--- src/rtl/pipeline_hazard_ctrl.sv ---
// Stall / flush / run controller for a 5-stage RISC-V pipeline.
// Detects hazards that forwarding cannot cover, squashes wrong-path
// instructions after redirects, sequences HALT / single-STEP debug and
// keeps saturating stall and flush event counters.
module pipeline_hazard_ctrl #(
  parameter int CNT_W = 32
) (
  input  logic             clk,
  input  logic             reset,
  input  logic             enable,
  input  logic             halt_req,
  input  logic             step_req,
  input  logic [4:0]       id_rs1,
  input  logic [4:0]       id_rs2,
  input  logic             id_use_rs1,
  input  logic             id_use_rs2,
  input  logic             id_branch,
  input  logic             id_redirect,
  input  logic             ex_redirect,
  input  logic [4:0]       ex_rd,
  input  logic             ex_regwrite,
  input  logic             ex_memread,
  input  logic [4:0]       mem_rd,
  input  logic             mem_memread,
  output logic             pc_en,
  output logic             ifid_en,
  output logic             idex_en,
  output logic             exmem_en,
  output logic             memwb_en,
  output logic             ifid_flush,
  output logic             idex_flush,
  output logic             halted,
  output logic [CNT_W-1:0] stall_cnt,
  output logic [CNT_W-1:0] flush_cnt
);

  typedef enum logic [1:0] {
    ST_RUN  = 2'd0,
    ST_HALT = 2'd1,
    ST_STEP = 2'd2
  } state_t;

  state_t state, state_next;

  logic adv;
  logic hazard;
  logic stall_inc;
  logic flush_inc;

  // True when the ID instruction reads register r through an active source.
  // x0 is hardwired to zero and can never carry a hazard.
  function automatic logic id_reads(input logic [4:0] r);
    return (r != 5'd0) &&
           ((id_use_rs1 && (id_rs1 == r)) || (id_use_rs2 && (id_rs2 == r)));
  endfunction

  // Debug sequencing: next state; everything freezes while enable is low.
  always_comb begin
    // NOTE: assigning a default before any branch keeps this block purely
    // combinational; a path that left state_next unassigned would infer a latch.
    state_next = state;
    if (enable) begin
      unique case (state)
        ST_RUN:  if (halt_req) state_next = ST_HALT;
        ST_HALT: begin
          if (!halt_req)     state_next = ST_RUN;
          else if (step_req) state_next = ST_STEP;
        end
        ST_STEP: state_next = ST_HALT;
        default: state_next = ST_RUN;
      endcase
    end
  end

  // Hazard detection and stage-register control, prioritised
  // ex_redirect > stall > id_redirect.
  always_comb begin
    // halt_req gates RUN directly so a halt freezes the pipe in its first cycle.
    adv = enable && (((state == ST_RUN) && !halt_req) || (state == ST_STEP));

    // A load stalls a dependent branch twice: once in EX (via regwrite) and
    // once more in MEM, since load data is only forwardable from WB.
    hazard = (ex_memread && id_reads(ex_rd)) ||
             (id_branch && ex_regwrite && id_reads(ex_rd)) ||
             (id_branch && mem_memread && id_reads(mem_rd));

    pc_en      = 1'b0;
    ifid_en    = 1'b0;
    idex_en    = 1'b0;
    exmem_en   = 1'b0;
    memwb_en   = 1'b0;
    ifid_flush = 1'b0;
    idex_flush = 1'b0;
    stall_inc  = 1'b0;
    flush_inc  = 1'b0;

    if (adv) begin
      pc_en    = 1'b1;
      ifid_en  = 1'b1;
      idex_en  = 1'b1;
      exmem_en = 1'b1;
      memwb_en = 1'b1;
      if (ex_redirect) begin
        // JALR resolved in EX: both younger instructions are wrong-path.
        ifid_flush = 1'b1;
        idex_flush = 1'b1;
        flush_inc  = 1'b1;
      end else if (hazard) begin
        // Hold PC and IFID, inject a bubble into EX; id_redirect was computed
        // from stale operands, so it is ignored this cycle.
        pc_en      = 1'b0;
        ifid_en    = 1'b0;
        idex_flush = 1'b1;
        stall_inc  = 1'b1;
      end else if (id_redirect) begin
        ifid_flush = 1'b1;
        flush_inc  = 1'b1;
      end
    end
  end

  assign halted = (state == ST_HALT);

  // State register and saturating event counters, synchronous reset.
  always_ff @(posedge clk) begin
    // NOTE: non-blocking assignments make every register update from the
    // values present before the edge, regardless of statement order.
    if (reset) begin
      state     <= ST_RUN;
      stall_cnt <= '0;
      flush_cnt <= '0;
    end else begin
      state <= state_next;
      if (stall_inc && (stall_cnt != '1)) stall_cnt <= stall_cnt + 1'b1;
      if (flush_inc && (flush_cnt != '1)) flush_cnt <= flush_cnt + 1'b1;
    end
  end

endmodule

--- config.mk ---
export PLATFORM = sky130hd
export DESIGN_NAME = pipeline_hazard_ctrl
export DESIGN_NICKNAME = d
export VERILOG_FILES = /design/src/rtl/pipeline_hazard_ctrl.sv
export SDC_FILE = /design/constraint.sdc
export NUM_CORES = 1
export LEC_CHECK = 0
export BUFFER_PORTS_ARGS = -buffer_cell sky130_fd_sc_hd__buf_4
export CAP_MARGIN = 20
export CORE_MARGIN = 5
export CORE_UTILIZATION = 57
export DETAILED_ROUTE_END_ITERATION = 12
export GPL_TIMING_DRIVEN = 0
export PLACE_DENSITY = 0.82
export REMOVE_ABC_BUFFERS = 1
export SLEW_MARGIN = 5
export SYNTH_ARGS = -nofsm -noshare
export SYNTH_HDL_FRONTEND = slang
export SYNTH_SLANG_ARGS = --single-unit
--- constraint.sdc ---
create_clock -name clk -period 6.1 [get_ports clk]
set_input_delay 0.61 -clock clk [delete_from_list [all_inputs] [get_ports clk]]
set_output_delay 0.61 -clock clk [all_outputs]
set_load 0.01 [all_outputs]
==> results of run 1 <==
## cell usage after synthesis (all sizes together), types with 2 or more instances
cell type,number,area (um^2)
and4,12,105
a21oi,56,280
dfxtp,66,1320
ha,2,25.0
nor2,24,90.1
mux2,10,113
nor2b,10,62.6
or3,13,81.3
nand2,24,90.1
xnor2,20,175
o21ai,17,85.1
and2,10,62.6
nand2b,4,25.0
nand3,28,140
and4b,2,20.0
o31ai,39,293
nor4,6,52.6
nor3,7,35.0
nand4,33,213
o22ai,2,12.5
inv,7,26.3
and3,18,113
or4,41,308
clkbuf,25,95.1
buf,12,81.3
## logic make-up after synthesis
family | after synthesis | share of synthesized area
simple gates | 235 | 0.358
compound gates | 119 | 0.180
flops | 66 | 0.331
buf+inv | 44 | 0.0508
xor+xnor | 20 | 0.0439
mux | 11 | 0.0307
fa+ha+maj | 2 | 0.00627
## per-layer routing
metal | wire [um] | global-route usage | up-vias
met5 | 0 | 0 | -
met4 | 265 | 0.102 | 0
met3 | 564 | 0.0401 | 24
met2 | 5360 | 0.400 | 148
met1 | 4740 | 0.321 | 2023
li1 | - | - | 2078
## worst paths after layout
check,endpoint,depth (start not counted),from
setup / recovery,ifid_flush,8,mem_rd[0]
hold / removal,stall_cnt[15],2,stall_cnt[15]
setup reg to reg,flush_cnt[28],6,flush_cnt[11]
hold reg to reg,stall_cnt[15],2,stall_cnt[15]
## flip-flops by register name, summed over array words and instances, names as in the netlist
signal and cells:
flush_cnt 32, stall_cnt 32, state 2
## power groups by stage
stage	Clock, mW	Combinational [mW]	Sequential, mW
2_1_floorplan	0	0.0334	0.443
3_3_place_gp	0	0.0749	0.443
3_5_place_dp	0	0.0803	0.443
4_1_cts	0.397	0.0810	0.433
5_1_grt	0.419	0.0891	0.433
6_report	0.393	0.0825	0.433
## through the flow
step	cell area [um^2]	power (mW)	cells	setup slack (ns)
3_3_place_gp	4720	0.518	660	1.03
4_1_cts	4990	0.912	678	2.71
5_1_grt	5010	0.942	679	2.85
6_report	5010	0.909	679	2.94
3_5_place_dp	4780	0.524	662	2.73
2_1_floorplan	3820	0.477	460	2.04
## area by class of cell
type / count / area share
Clock inverter: 5 / 0.0125
Tap cell: 96 / 0.0240
Sequential cell: 66 / 0.264
Timing Repair Buffer: 107 / 0.168
Multi-Input combinational cell: 387 / 0.496
Inverter: 7 / 0.00524
Clock buffer: 11 / 0.0302
## worst min-delay path: cells and delay by family, from the launching register on
family,cells,cell delay [ns]
flip-flops,1,0.33
AO/OA/AOI/OAI,2,0.11
==> flow_summary.json, run 1 <==
{
  "synth-edff-count": 0,
  "sw_frac_of_total": 0.253,
  "end_kind": "output port",
  "layout.nets": 613,
  "start_util": 0.588,
  "ys_seq_elements": 66,
  "path_clk_slew_ns": 0.08,
  "drt-total-wl_mm": 10.9,
  "finalClockSkew_ns": 0.0107,
  "setup.worst_path.start_class": "input pin",
  "cp_num_buf_inv": 3,
  "multiInputGateArea_mm2": 0.00249,
  "dr.pass1.iters": 5,
  "antenna_found_initial": 0,
  "track_usage": 0.245,
  "dieWidth_um": 93.7,
  "seqPwrFrac": 0.477,
  "min_period_over_period": 0.518,
  "p_per_area_mw_per_mm2": 181,
  "drtIter0Drc": 246,
  "h-tree-depth": 3,
  "die_h_um": 93.7,
  "crit_slowest_cell": "or3_1",
  "finalCriticalPeriod_ns": 3.16,
  "layout_common_cells": "104 x buf_4, 66 x dfxtp_1, 56 x a21oi_1",
  "critPathKind": "in2out",
  "hold_violations": 0,
  "wl_per_cell_um": 16.1,
  "postRouteAntennaNets": 0,
  "vdd_drop_max_uv": 120,
  "regArea_mm2": 0.00132,
  "dp_hpwl_mm": 7.61,
  "clock_latency_ns": 0.35,
  "syn_area_mm2": 0.00399,
  "leakagePower_nw": 1.83,
  "antenna_cells": 0,
  "hold_slack_ns": 0.493,
  "dr_total_vias": 4273,
  "cts_resized": 0,
  "finalSetupViolCount": 0,
  "crit_fanout": 53,
  "drv_slew": 0,
  "cts_buffers": 9,
  "layout_commonest_cell": "buf_4",
  "cp_data_required_time_ns": 5.49,
  "grt_pass1_wl_mm": 17.8,
  "syn_area_per_cell_um2": 8.03,
  "tightest_slew_ns": 1.07,
  "max_freq_ghz": 0.317,
  "ctsHoldBuffers": 0,
  "drc": 0,
  "rrSetupSlack_ns": 3.12,
  "dieArea_mm2": 0.00878,
  "rows": 30,
  "p_int_uw": 679,
  "switchingPower_uw": 230,
  "area_growth_pct": 25.5,
  "clkPwrFrac": 0.433,
  "drt-vias-per-instance": 6.29,
  "postCtsSetupRepairBufs": 0,
  "cpPeakStageDelay_ns": 0.38,
  "grt_pass1_vias": 3780,
  "hp-class": "reg2reg",
  "arrival_ns": 2.55,
  "path_cells": "buf_4 > or3_1 > o311a_1 > and2_1 > a32o_2 > buf_12 > nor3_1 > buf_4",
  "cts_num_sinks": 66,
  "io_buffers": 104,
  "grt_max_degree": 79,
  "cts_root_buf": "clkbuf_8",
  "final_core_utilization": 0.738,
  "syn_inst": 497,
  "core_area_mm2": 0.00679,
  "yosys_warnings": 0,
  "fillers": 537,
  "tns_ns": 0,
  "path_delay_family": "simple AND/OR/NAND/NOR gates",
  "cp_common_cell": "buf_4",
  "grt_overflow_total": 0,
  "ys_types": 41,
  "maxCapViolCount": 0,
  "cts_tree": "done",
  "io_pins": 105,
  "drive_gt1_frac": 0.235,
  "async_flop_share": 0,
  "ys.flop_type": "dfxtp_1",
  "cts_buffer_depth": 2,
  "slew_headroom": 0.286,
  "status": "finished clean",
  "gp_congestion": 0.857,
  "yosysSeqAreaShare": 0.331,
  "combPwrFrac": 0.091,
  "rsz0062_at_grt": "false"
}
Power figures use the tool's default switching activity.
==> run 2: changes to the inputs <==
--- a/config.mk
+++ b/config.mk
@@ -8,10 +8,10 @@
 export BUFFER_PORTS_ARGS = -buffer_cell sky130_fd_sc_hd__buf_4
 export CAP_MARGIN = 20
 export CORE_MARGIN = 5
-export CORE_UTILIZATION = 57
+export CORE_UTILIZATION = 48
 export DETAILED_ROUTE_END_ITERATION = 12
 export GPL_TIMING_DRIVEN = 0
-export PLACE_DENSITY = 0.82
+export PLACE_DENSITY = 0.74
 export REMOVE_ABC_BUFFERS = 1
 export SLEW_MARGIN = 5
 export SYNTH_ARGS = -nofsm -noshare
==> constraint.sdc (replaced) <==
create_clock -name clk -period 2.63 [get_ports clk]
set_input_delay 0.263 -clock clk [delete_from_list [all_inputs] [get_ports clk]]
set_output_delay 0.263 -clock clk [all_outputs]
set_load 0.01 [all_outputs]
==> run 2 against run 1 <==
  * Cell count grew 1.3%
  * Critical path depth is the same
  * Sequential power grew 130%
  * Die area grew 17%
  * Clock power grew 150%
  * Largest cell class unchanged
==> flow_summary.json, run 2 (synthesis results as in run 1) <==
{
  "top_regs": "flush_cnt: 32 flops, stall_cnt: 32 flops, state: 2 flops",
  "postLayoutCellArea_mm2": 0.00508,
  "area_growth_pct": 27.3,
  "core_area_mm2": 0.00818,
  "die_h_um": 101,
  "dr.pass1.iters": 5,
  "tns_ns": 0,
  "start_util": 0.488,
  "antenna_cells": 0,
  "cp_data_required_time_ns": 2.87,
  "min_period_over_period": 0.961,
  "io_pins": 105,
  "cts_root_buf": "clkbuf_8",
  "track_usage": 0.219,
  "grt_max_degree": 79,
  "min_from": "step_req",
  "grt_overflow_total": 0,
  "status": "finished clean",
  "cts_tree": "done",
  "maxCapViolCount": 0,
  "hold_violations": 0,
  "ctsHoldBuffers": 0,
  "end_kind": "flop",
  "rrSetupSlack_ns": 0.26,
  "layout_common_cells": "104 x buf_4, 66 x dfxtp_1, 56 x a21oi_1",
  "postCtsSetupRepairBufs": 0,
  "finalSetupViolCount": 0,
  "leakagePower_nw": 1.83,
  "slew_headroom": 0.440,
  "drt-total-wl_mm": 11.5,
  "drv_slew": 0,
  "hold_end": "state[1]",
  "max_freq_ghz": 0.396,
  "rows": 33,
  "dp_hpwl_mm": 7.84,
  "post-place-cells": 671,
  "vdd_drop_max_uv": 276,
  "io_buffers": 104,
  "finalCriticalPeriod_ns": 2.53,
  "drt-vias-per-instance": 6.17,
  "report.power.total_mw": 2.17,
  "gp_congestion": 0.863,
  "arrival_ns": 2.76,
  "grt_pass1_wl_mm": 18.7,
  "tightest_slew_ns": 0.841,
  "layoutNonFillerInstCount": 688,
  "layout.nets": 613,
  "reg2reg_from": "stall_cnt[0]",
  "dieArea_mm2": 0.0102,
  "grt_pass1_vias": 3979,
  "setup_ws_ns": 0.103,
  "hp-class": "in2reg",
  "drtIter0Drc": 224,
  "drc": 0,
  "postRouteAntennaNets": 0,
  "dpl_worst_slack_ns": -0.417,
  "hold_depth": 3,
  "crit_fanout": 30,
  "critPathKind": "in2reg",
  "wl_per_cell_um": 16.7,
  "cts_buffers": 9,
  "h-tree-depth": 3,
  "cts_num_sinks": 66,
  "finalClockSkew_ns": 0.0147,
  "placed_cell_area_mm2": 0.00479,
  "dieWidth_um": 101,
  "layout_commonest_cell": "buf_4",
  "clock_latency_ns": 0.35,
  "setup.worst_path.start_class": "input pin",
  "antenna_found_initial": 0,
  "r2r_cells": 6,
  "path_clk_slew_ns": 0.07,
  "cts_buffer_depth": 2,
  "dr_total_vias": 4246,
  "p_per_area_mw_per_mm2": 426,
  "r2r_end": "stall_cnt[0]",
  "drive_gt1_frac": 0.242,
  "critPathLaunch": "mem_rd[0]",
  "rsz0062_at_grt": "false"
}
run 2: power breakdown:
part	leakage [nW]	switching [mW]	total, mW	internal (mW)
registers	0.532	0.00508	1.01	1.00
clock network	0.109	0.408	0.965	0.557
logic	1.19	0.111	0.196	0.0842
total	1.83	0.524	2.17	1.64
run 2: area by class of cell:
cell class | instances | area (um^2)
Multi-Input combinational cell | 388 | 2560
Clock inverter | 5 | 77.6
Sequential cell | 66 | 1320
Clock buffer | 11 | 141
Timing Repair Buffer | 106 | 823
Fill cell | 743 | 3090
Tap cell | 105 | 131
Inverter | 7 | 30.0
run 2: how the worst max path moves through the flow:
stage                          to  slack (ns)  cells after the start
global route        flush_cnt[14]       0.007                      8
floorplan           flush_cnt[14]       -1.08                      6
finish              flush_cnt[14]        0.10                      8
CTS                 stall_cnt[27]        0.02                      7
global placement    flush_cnt[14]       -2.08                      7
detailed placement  flush_cnt[24]       -0.42                      6
run 2: stage by stage:
stage / hold WS [ns] / utilization
floorplan: 0.332 / -
global placement: 0.471 / 0.578
detailed placement: 0.490 / 0.586
CTS: 0.218 / 0.615
global route: 0.223 / 0.622
finish: 0.234 / 0.622
run 2: repair_timing:
item / CTS / global route
pin swaps: 0 / 2
resized for setup: 4 / 7
cloned: 0 / 1
setup endpoints to repair: 25 / 37
run 2: critical path, cell delays in order:
cell and delay, ns:
buf_4 0.12, or3_1 0.36, o311a_1 0.33, and2_1 0.21, a32oi_4 0.67, buf_16 0.24, and4b_1 0.21, mux2_2 0.33
run 2: layer usage:
layer	global-route usage	routed length, um	vias to the layer above
met1	0.282	4890	2002
met4	0.0808	216	0
met5	0	0	-
met3	0.0482	838	16
met2	0.360	5540	137
li1	-	-	2091
==> run 3: changes to the inputs <==
--- a/config.mk
+++ b/config.mk
@@ -11,8 +11,10 @@
 export CORE_UTILIZATION = 48
 export DETAILED_ROUTE_END_ITERATION = 12
 export GPL_TIMING_DRIVEN = 0
+export MAX_ROUTING_LAYER = met4
 export PLACE_DENSITY = 0.74
 export REMOVE_ABC_BUFFERS = 1
+export SETUP_SLACK_MARGIN = 0.3
 export SLEW_MARGIN = 5
 export SYNTH_ARGS = -nofsm -noshare
 export SYNTH_HDL_FRONTEND = slang
==> run 3 against run 2 <==
  * Worst setup slack better by 0.25 ns
  * Power up 1.1%
  * Sequential power is essentially flat
  * Clock-buffer cell count unchanged
  * Register-to-register slack better by 0.16 ns
==> flow_summary.json, run 3 (synthesis results as in run 1) <==
{
  "antenna_cells": 0,
  "area_growth_pct": 31.1,
  "combPwrFrac": 0.099,
  "path_delay_family": "simple AND/OR/NAND/NOR gates",
  "dp_hpwl_mm": 7.84,
  "min_period_over_period": 0.866,
  "dr_total_vias": 4487,
  "cts_tree": "done",
  "end_kind": "output port",
  "dr.pass1.iters": 5,
  "arrival_ns": 2.01,
  "die_h_um": 101,
  "report.power.total_mw": 2.19,
  "leakagePower_nw": 1.92,
  "antenna_found_initial": 0,
  "layout_commonest_cell": "buf_4",
  "p_per_area_mw_per_mm2": 418,
  "cp_common_cell": "buf_4",
  "grt_overflow_total": 0,
  "track_usage": 0.253,
  "drc": 0,
  "cts_num_sinks": 66,
  "sw_frac_of_total": 0.247,
  "rsz0062_at_grt": "true",
  "io_buffers": 104,
  "maxCapViolCount": 0,
  "core_area_mm2": 0.00818,
  "start_util": 0.488,
  "drv_slew": 0,
  "drt-total-wl_mm": 12.5,
  "top_regs": "flush_cnt: 32 flops, stall_cnt: 32 flops, state: 2 flops",
  "max_freq_ghz": 0.439,
  "tightest_slew_ns": 0.899,
  "gp_congestion": 0.877,
  "hp-class": "in2reg",
  "drtIter0Drc": 235,
  "grt_max_degree": 79,
  "hold_slack_ns": 0.230,
  "clock_latency_ns": 0.35,
  "cpPeakStageDelay_ns": 0.36,
  "path_cells": "buf_4 > or3_1 > o311a_1 > and2_2 > a32o_4 > nor3_1 > buf_4",
  "seqPwrFrac": 0.459,
  "cts_root_buf": "clkbuf_8",
  "path_clk_slew_ns": 0.07,
  "drt-vias-per-instance": 6.42,
  "slew_headroom": 0.401,
  "clkPwrFrac": 0.441,
  "switchingPower_uw": 540,
  "cts_buffer_depth": 2,
  "p_int_mw": 1.65,
  "vdd_drop_max_uv": 274,
  "drive_gt1_frac": 0.266,
  "wl_per_cell_um": 17.9,
  "finalCriticalPeriod_ns": 2.28,
  "cts_buffers": 9,
  "finalClockSkew_ns": 0.0151,
  "cp_num_buf_inv": 2,
  "critPathKind": "in2out",
  "dieWidth_um": 101,
  "grt_pass1_vias": 4275,
  "crit_fanout": 5,
  "setup.worst_path.start_class": "input pin",
  "dieArea_mm2": 0.0102,
  "finalSetupViolCount": 0,
  "h-tree-depth": 3,
  "status": "finished clean",
  "fillers": 732,
  "cp_data_required_time_ns": 2.37,
  "crit_slowest_cell": "or3_1",
  "layout.nets": 624,
  "rows": 33,
  "hold_violations": 0,
  "io_pins": 105,
  "postRouteAntennaNets": 0,
  "layout_common_cells": "110 x buf_4, 65 x dfxtp_1, 56 x a21oi_1",
  "grt_pass1_wl_mm": 20.6
}
[run 3: per-layer routing]
layer  GRT usage  up-vias  share of wire
met5           -        -              0
met4       0.100        0          0.022
met3      0.0544       24          0.067
met2       0.397      171           0.48
met1       0.318     2169           0.43
li1            -     2123              -
[run 3: power by group through the flow]
stage	clock, mW	sequential [mW]	combinational [mW]
finish	0.967	1.01	0.217
global route	1.02	1.01	0.234
CTS	0.983	1.01	0.207
detailed placement	0	1.03	0.186
global placement	0	1.03	0.175
floorplan	0	1.03	0.0775
[run 3: worst reg2reg max path, cell delays in order, from the launching register on]
cell and delay (ns):
dfxtp_1 0.44, and4_1 0.32, and4_1 0.27, nor3b_2 0.32
nand4_1 0.20, or4_1 0.43, a21oi_1 0.16
[run 3: worst paths after layout]
kind                            cells past startpoint  slack (ns)     startpoint            end
worst max register to register                      6        0.42   stall_cnt[8]  stall_cnt[27]
worst min-delay path                                3        0.23       step_req       state[1]
worst min register to register                      2        0.49  flush_cnt[27]  flush_cnt[27]
worst max-delay path                                7        0.35      mem_rd[0]     ifid_flush
[run 3: through the flow]
step	cells	utilization	area (um^2)	setup WS [ns]	setup TNS, ns
CTS	696	0.633	5170	0.290	0
global placement	669	0.578	4730	-2.08	-62.06
global route	699	0.640	5230	0.278	0
detailed placement	671	0.586	4790	-0.417	-7.65
floorplan	460	-	3820	-1.08	-24.00
finish	699	0.640	5230	0.352	0
[run 3: final cells by class]
type | count | area, um^2 | share of cell area
tap | 105 | 131 | 0.0251
timing repair buffer | 113 | 888 | 0.170
clock inverter | 5 | 77.6 | 0.0148
inverter | 7 | 26.3 | 0.00502
sequential | 66 | 1320 | 0.253
clock buffer | 11 | 141 | 0.0270
multi-input combinational | 392 | 2650 | 0.506
[run 3: repair_timing]
action	4_1_cts	5_1_grt
buffers inserted	5	2
resized for setup	12	8
gates cloned	4	1
pin swaps	4	5
endpoints found under the setup margin	55	29
hold buffers	0	0
hold endpoints to repair	0	0
